[src/rtl/sha256_stream_core.sv]
// Multi-block SHA-256 compression core with an internal chaining register and
// valid/ready block input and digest output; ROUNDS_PER_CYCLE rounds per clock.
module sha256_stream_core #(
    parameter int unsigned ROUNDS_PER_CYCLE = 1,
    parameter bit          LOAD_IV_ON_FIRST = 1'b0
) (
    input  logic         clk,
    input  logic         rst,
    input  logic [255:0] H_in,
    input  logic [511:0] M_in,
    input  logic         in_first,
    input  logic         in_last,
    input  logic         in_valid,
    output logic         in_ready,
    output logic [255:0] H_out,
    output logic         out_valid,
    input  logic         out_ready
);

    if (ROUNDS_PER_CYCLE != 1 && ROUNDS_PER_CYCLE != 2 && ROUNDS_PER_CYCLE != 4 &&
        ROUNDS_PER_CYCLE != 8 && ROUNDS_PER_CYCLE != 16) begin : g_bad_rounds
        $error("ROUNDS_PER_CYCLE must be 1, 2, 4, 8 or 16");
    end

    localparam logic [255:0] IV = {32'h6a09e667, 32'hbb67ae85, 32'h3c6ef372, 32'ha54ff53a,
                                   32'h510e527f, 32'h9b05688c, 32'h1f83d9ab, 32'h5be0cd19};
    localparam logic [6:0] RSTEP = 7'(ROUNDS_PER_CYCLE);

    localparam logic [31:0] K [64] = '{
        32'h428a2f98, 32'h71374491, 32'hb5c0fbcf, 32'he9b5dba5, 32'h3956c25b, 32'h59f111f1,
        32'h923f82a4, 32'hab1c5ed5, 32'hd807aa98, 32'h12835b01, 32'h243185be, 32'h550c7dc3,
        32'h72be5d74, 32'h80deb1fe, 32'h9bdc06a7, 32'hc19bf174, 32'he49b69c1, 32'hefbe4786,
        32'h0fc19dc6, 32'h240ca1cc, 32'h2de92c6f, 32'h4a7484aa, 32'h5cb0a9dc, 32'h76f988da,
        32'h983e5152, 32'ha831c66d, 32'hb00327c8, 32'hbf597fc7, 32'hc6e00bf3, 32'hd5a79147,
        32'h06ca6351, 32'h14292967, 32'h27b70a85, 32'h2e1b2138, 32'h4d2c6dfc, 32'h53380d13,
        32'h650a7354, 32'h766a0abb, 32'h81c2c92e, 32'h92722c85, 32'ha2bfe8a1, 32'ha81a664b,
        32'hc24b8b70, 32'hc76c51a3, 32'hd192e819, 32'hd6990624, 32'hf40e3585, 32'h106aa070,
        32'h19a4c116, 32'h1e376c08, 32'h2748774c, 32'h34b0bcb5, 32'h391c0cb3, 32'h4ed8aa4a,
        32'h5b9cca4f, 32'h682e6ff3, 32'h748f82ee, 32'h78a5636f, 32'h84c87814, 32'h8cc70208,
        32'h90befffa, 32'ha4506ceb, 32'hbef9a3f7, 32'hc67178f2
    };

    function automatic logic [31:0] rotr(input logic [31:0] x, input int n);
        return (x >> n) | (x << (32 - n));
    endfunction

    function automatic logic [31:0] bsig0(input logic [31:0] x);
        return rotr(x, 2) ^ rotr(x, 13) ^ rotr(x, 22);
    endfunction

    function automatic logic [31:0] bsig1(input logic [31:0] x);
        return rotr(x, 6) ^ rotr(x, 11) ^ rotr(x, 25);
    endfunction

    function automatic logic [31:0] ssig0(input logic [31:0] x);
        return rotr(x, 7) ^ rotr(x, 18) ^ (x >> 3);
    endfunction

    function automatic logic [31:0] ssig1(input logic [31:0] x);
        return rotr(x, 17) ^ rotr(x, 19) ^ (x >> 10);
    endfunction

    typedef enum logic [1:0] {StIdle, StRound, StFinal, StOut} state_e;

    state_e       state_q;
    logic [5:0]   cnt_q;
    logic         last_q;
    logic [255:0] h_reg_q;
    logic [255:0] chain_src_q;
    logic [31:0]  work_q [8];
    logic [31:0]  work_d [8];
    logic [31:0]  w_q [16];
    logic [31:0]  w_d [16];
    logic [31:0]  t1, t2, new_w;
    logic [255:0] chain_sel;
    logic [255:0] h_new;
    logic         last_round;

    assign in_ready   = (state_q == StIdle) && !rst;
    assign last_round = ({1'b0, cnt_q} + RSTEP) == 7'd64;
    assign chain_sel  = in_first ? (LOAD_IV_ON_FIRST ? IV : H_in) : h_reg_q;

    // Unrolled rounds; w_d[0] is always W[t] for the round being applied.
    always_comb begin
        work_d = work_q;
        w_d    = w_q;
        t1     = '0;
        t2     = '0;
        new_w  = '0;
        for (int j = 0; j < int'(ROUNDS_PER_CYCLE); j++) begin
            t1 = work_d[7] + bsig1(work_d[4]) + ((work_d[4] & work_d[5]) ^ (~work_d[4] & work_d[6]))
                 + K[cnt_q + 6'(j)] + w_d[0];
            t2 = bsig0(work_d[0]) + ((work_d[0] & work_d[1]) ^ (work_d[0] & work_d[2]) ^
                                     (work_d[1] & work_d[2]));
            new_w = ssig1(w_d[14]) + w_d[9] + ssig0(w_d[1]) + w_d[0];
            for (int i = 7; i > 0; i--) work_d[i] = work_d[i-1];
            work_d[4] = work_d[4] + t1;
            work_d[0] = t1 + t2;
            for (int i = 0; i < 15; i++) w_d[i] = w_d[i+1];
            w_d[15] = new_w;
        end
    end

    always_comb begin
        h_new = '0;
        for (int i = 0; i < 8; i++) begin
            h_new[255-32*i -: 32] = chain_src_q[255-32*i -: 32] + work_q[i];
        end
    end

    always_ff @(posedge clk) begin
        if (rst) begin
            state_q     <= StIdle;
            cnt_q       <= '0;
            last_q      <= 1'b0;
            h_reg_q     <= IV;
            chain_src_q <= '0;
            H_out       <= '0;
            out_valid   <= 1'b0;
            for (int i = 0; i < 8; i++) work_q[i] <= '0;
            for (int i = 0; i < 16; i++) w_q[i] <= '0;
        end else begin
            unique case (state_q)
                StIdle: begin
                    if (in_valid) begin
                        last_q      <= in_last;
                        chain_src_q <= chain_sel;
                        cnt_q       <= '0;
                        for (int i = 0; i < 8; i++) work_q[i] <= chain_sel[255-32*i -: 32];
                        for (int i = 0; i < 16; i++) w_q[i] <= M_in[511-32*i -: 32];
                        state_q     <= StRound;
                    end
                end
                StRound: begin
                    work_q <= work_d;
                    w_q    <= w_d;
                    cnt_q  <= cnt_q + RSTEP[5:0];
                    if (last_round) state_q <= StFinal;
                end
                StFinal: begin
                    h_reg_q <= h_new;
                    if (last_q) begin
                        H_out     <= h_new;
                        out_valid <= 1'b1;
                        state_q   <= StOut;
                    end else begin
                        state_q <= StIdle;
                    end
                end
                StOut: begin
                    if (out_ready) begin
                        out_valid <= 1'b0;
                        state_q   <= StIdle;
                    end
                end
                default: state_q <= StIdle;
            endcase
        end
    end

endmodule
[config.mk]
export PLATFORM = sky130hd
export DESIGN_NAME = sha256_stream_core
export DESIGN_NICKNAME = d
export VERILOG_FILES = /design/src/rtl/sha256_stream_core.sv
export SDC_FILE = /design/constraint.sdc
export NUM_CORES = 2
export LEC_CHECK = 0
export CORE_UTILIZATION = 35
export DETAILED_ROUTE_END_ITERATION = 8
export GPL_ROUTABILITY_DRIVEN = 1
export PLACE_DENSITY = 0.63
export SYNTH_ARGS = -nofsm -noshare
export SYNTH_HDL_FRONTEND = slang
export SYNTH_SLANG_ARGS = --single-unit
[constraint.sdc]
create_clock -name clk -period 22.3 [get_ports clk]
set_input_delay 4.46 -clock clk [delete_from_list [all_inputs] [get_ports clk]]
set_output_delay 4.46 -clock clk [all_outputs]
set_load 0.005 [all_outputs]
; After elaboration in Yosys (flattened, before gate mapping)
; Memory sizes are Yosys's and may differ from the RTL's.
; Cells that the tools add are included.
[totals]
memories = 1
rom_bits = 2048
latchBits = 0
inputBits = 774
ramBits = 0
reg_bits = 1546
out_inout_bits = 258
[classes]
addsub = 20
div = 0
shifts = 0
order_cmp = 1
bitwise = 28
n_reduce_logical = 10
mux = 17
n_mul = 0
n_eq_ne = 8
[mem_list]
columns = memory, words, width, rd, rd_ports_with_merged_regs, wr, line_no
row1 = (name not given), 64, 32, 1, 0, 0, 92  ; + K[cnt_q + 6'(j)] + w_d[0];
[op_table]
columns = op, count
row1 = $pmux W512 S2, 1
row2 = $add A32 B32 Y32, 18
row3 = $mux W256, 2
row4 = $mux W512, 1
row5 = $pmux W256 S2, 1
row6 = $xor A32 B32 Y32, 9
row7 = $and A32 B32 Y32, 5
row8 = $mux W32, 2
row9 = $not A32 Y32, 1
row10 = $or A10 B32 Y32, 1
row11 = $or A13 B32 Y32, 1
row12 = $or A14 B32 Y32, 1
row13 = $or A15 B32 Y32, 1
row14 = $or A19 B32 Y32, 1
row15 = $or A21 B32 Y32, 1
row16 = $or A25 B32 Y32, 1
row17 = $or A26 B32 Y32, 1
row18 = $or A30 B32 Y32, 1
row19 = $or A7 B32 Y32, 1
row20 = $xor A32 B22 Y32, 1
row21 = $xor A32 B29 Y32, 1
row22 = $pmux W6 S2, 1
row23 = $mux W2, 4
row24 = $ne A2 B2 Y1 const B, 4
row25 = 17 further kinds, 23

; Logic depth before layout (Yosys ltp)
[depth]
depth_word = 9
ltp_mapped = 38
ltp_nobuf = 36

; Least setup slack after synthesis
; OpenSTA, ideal clock, no wires.
[synth_path]
path_kind = input to output
start = input port rst
end = output port in_ready
path_stages = 5
slack_ns = 12.263
arrival_time_ns = 5.577
required_ns = 17.840
cell_sequence = clkbuf_1 > clkbuf_1 > clkbuf_1 > buf_1 > nor3_1
[synth_via]
elab_chain_len = 2
[synth_rtl]
columns = item, line_no
row1 = from (decl), 8  ; input logic rst,
row2 = $logic_not A1 Y1, 79  ; assign in_ready = (state_q == StIdle) && !rst;
row3 = $logic_and A1 B1 Y1, 79
row4 = to (decl), 14  ; output logic in_ready,
; No other way between the ends.

; Worst setup path in the final report
; Ends and elaborated chain as after synthesis.

==> reports/metrics.cfg <==
[run_status]
outcome=completed

[synthesis]
synth_top_family_by_area=compound AO/OA/AOI/OAI gates
yosys.area_share.simple=0.2082
synth_flop_cell=dfxtp_1
async_reset_ff_frac=0
synth.area.mux_share=0.01354
synthAdderAreaFrac=0.09883
ys_types=79
synthCells=11550
synth_area_mm2=0.08956
synthXorXnorAreaFrac=0.05576
ys_seq_elements=1546
syn_nets=12910
yosysWarnings=0
synth-compound-area-share=0.2199
synth-seq-area-share=0.3456
avgSynthCellArea_um2=7.755
synth-edff-count=0

[pwr]
peakVddDrop_uv=422.1
p_clk_frac=0.144
p_comb_frac=0.687
sw_frac_of_total=0.5205
internal_power_mw=10.25
p_sw_mw=11.13
sequentialPowerShare=0.169
leakagePower_nw=43.46
power_density_mw_per_mm2=198.3

[critical_path]
crit_required_ns=17.84
arrival_ns=5.57
cp_top_family=buffers and inverters
cp_max_fo=49
r2r_end=work_d[222]$_SDFFE_PP0P_
cp.depth=3
crit_slowest_cell=clkdlybuf4s50_1
path_class=in -> out
cp_cell_sequence=buf_8 > nor3_1 > clkdlybuf4s50_1
rr_startpoint=cnt_q[1]$_SDFFE_PP0P_
cp-startpoint=rst
cp_slowest_stage_delay_ns=0.55
r2r_slack_ns=13.07
cp.buffers_inverters=2
endpoint_kind=output pin
start_kind=input port
reg2reg_depth=33
worst_setup_path_endpoint=in_ready

[clock_network]
htree_levels=4
clock_path_buffers=3
cts_tree=built
clockRootBuffer=clkbuf_16
cts_resized=0
numCtsBuffers=175
cts_setup_buffers=0
numClockSinks=1546
worstSkewPairLatency_ns=0.87
hold_buffers=0
path_clk_slew_ns=0.06

[drt]
via_count=86540
post_drt_wl_per_cell_um=24.91
routed_wl_um=386000
drt_first_pass_iters=6
antenna_left=0
drc=0
drtIter0Drc=8964
vias_per_cell=5.585

[sta]
hold_slack_ns=0.4479
hold_viol=0
slew_violations=0
final.setup_skew_ns=0.04314
tns_ns=0
fin_crit_ns=10.03
setup_viol=0
slew_headroom=0.04071
rsz0062_at_grt=no
min_period_over_period=0.4496
max_freq_mhz=99.75
worst_pin_slew_ns=1.439

[final_layout]
fill_cells=25880
finalNetCount=13330
layout_commonest_cell=nand2_1
final_cell_mix=nand2_1 (1776), dfxtp_1 (1543), nor2_1 (1460)
multi_input_area_mm2=0.05346
post-route-util=0.4243
instances_no_fill=15500
seqCellArea_mm2=0.03096
drive_above_1_share=0.03931
area_growth_syn_to_layout_pct=20.41
design_area_mm2=0.1078

[global_route]
antenna_found_initial=53
overflow=0
grt_max_degree=225
grt_pass1_vias=78720
grt_pass1_wl_um=548800
track_usage=0.2871

[floorplan]
initial_utilization=0.3524
die_w_um=507.9
ios=1032
core_area_mm2=0.2542
die_h_um=507.9
die_area_mm2=0.2579
rows=185

[placement]
dp_hpwl_um=291300
place.gp.congestion=0.9579
place_area_mm2=0.1017
dp.cells=15160
place.port_buffers=1031

[job]
cap_violations=0

[hold_path]
holdPathStages=2
hold_path.class=reg -> reg

==> power by group through the flow <==
stage,registers (mW),logic [mW],clock network [mW]
detailed placement,3.66,14.4,0
finish,3.62,14.7,3.07
global route,3.64,15.9,3.22
CTS,3.60,14.5,3.11
floorplan,3.34,9.99,0
global placement,3.65,14.5,0
==> kinds of logic (layout without fill, tap and decap cells) <==
family	after synthesis	in the layout
other cells	0	21
xor+xnor	567	567
simple gates	4380	4380
compound gates	2966	2966
mux	110	110
buf+inv	1388	1950
flops	1546	1546
fa+ha+maj	591	591
==> worst register-to-register path: cells and delay by family, from the launching register on <==
kind / cells / cell delay, ns
AOI/OAI and AO/OA: 14 / 3.33
adders and majority gates: 6 / 2.78
and+or+nand+nor: 4 / 0.97
buffers and inverters: 6 / 0.88
muxes: 1 / 0.49
xor gates and xnor gates: 2 / 0.43
DFF: 1 / 0.31
==> worst min-delay path by stage <==
| stage | end | from | slack, ns |
|---|---|---|---|
| after floorplan | h_reg_q[178]$_SDFFE_PP1P_ | h_reg_q[178]$_SDFFE_PP1P_ | 0.43 |
| after global placement | h_reg_q[185]$_SDFFE_PP0P_ | h_reg_q[185]$_SDFFE_PP0P_ | 0.44 |
| after detailed placement | h_reg_q[180]$_SDFFE_PP0P_ | h_reg_q[180]$_SDFFE_PP0P_ | 0.44 |
| after CTS | h_reg_q[180]$_SDFFE_PP0P_ | h_reg_q[180]$_SDFFE_PP0P_ | 0.45 |
| after global routing | h_reg_q[79]$_SDFFE_PP0P_ | h_reg_q[79]$_SDFFE_PP0P_ | 0.47 |
| final | h_reg_q[9]$_SDFFE_PP0P_ | h_reg_q[9]$_SDFFE_PP0P_ | 0.45 |
==> synthesized netlist by cell type (10+ instances only) <==
cell type  count  area share
o311ai_0      20      0.0020
or4_1         18      0.0015
or3_1         40      0.0028
o211ai_1     129       0.011
a21oi_1      935       0.052
xnor2_1      328       0.032
dfxtp_1     1546        0.35
fa_1         195       0.044
clkbuf_1     824       0.035
o21bai_1      34      0.0028
o22ai_1       21      0.0015
a211oi_1     320       0.027
nand2b_1      76      0.0053
a31oi_1       43      0.0030
o21ai_0      414       0.023
mux2i_1       75      0.0084
nand3b_1      11     0.00092
a2111oi_0     30      0.0029
nand2_1     1779       0.075
inv_1        487       0.020
o31ai_1       31      0.0026
a21o_1       202       0.017
and3_1        30      0.0021
buf_1         72      0.0030
and2_1        49      0.0034
nor2b_1      235       0.016
mux2_2        29      0.0036
or2_2         16      0.0011
o2111ai_1     10     0.00098
nor2_1      1460       0.061
o21a_1       147       0.012
a311oi_1     499       0.049
nand4_1       27      0.0019
nor3_1       445       0.025
a211o_1       12      0.0012
nor4_1        16      0.0011
xor2_1       237       0.023
ha_1         393       0.055
a21boi_0      22      0.0018
and4_1        10     0.00098
nand3_1      150      0.0084
==> metrics by stage <==
step	setup WS, ns	power [mW]
after floorplan	12.26	13.34
after global placement	12.41	18.13
after detailed placement	12.33	18.05
after CTS	12.33	21.23
after global routing	12.30	22.77
final	12.27	21.38
==> cell type report <==
| type | instances | share of cell area |
|---|---|---|
| multi-input combinational | 8614 | 0.4957 |
| sequential | 1546 | 0.2871 |
| antenna | 21 | 0.0004873 |
| clock buffer | 259 | 0.04801 |
| tap | 3366 | 0.03905 |
| clock inverter | 60 | 0.007994 |
| timing repair buffer | 1139 | 0.1045 |
| inverter | 492 | 0.01719 |
==> sequential cells by signal (all words and copies together), names as in the netlist <==
name         count
last_q           1
out_valid        1
H_out          256
chain_src_q    256
w_d            480
cnt_q            6
state_q          2
work_d         192
h_reg_q        256
w_q             32
work_q          64
==> per-layer routing <==
layer | share of wire | up-vias | global-route usage
met5 | 0.00073 | - | 0
met4 | 0.053 | 44 | 0.1362
met3 | 0.083 | 656 | 0.05197
met2 | 0.45 | 3699 | 0.4580
met1 | 0.41 | 41310 | 0.3736
li1 | - | 40830 | -
(Power assumes the default switching activity.)
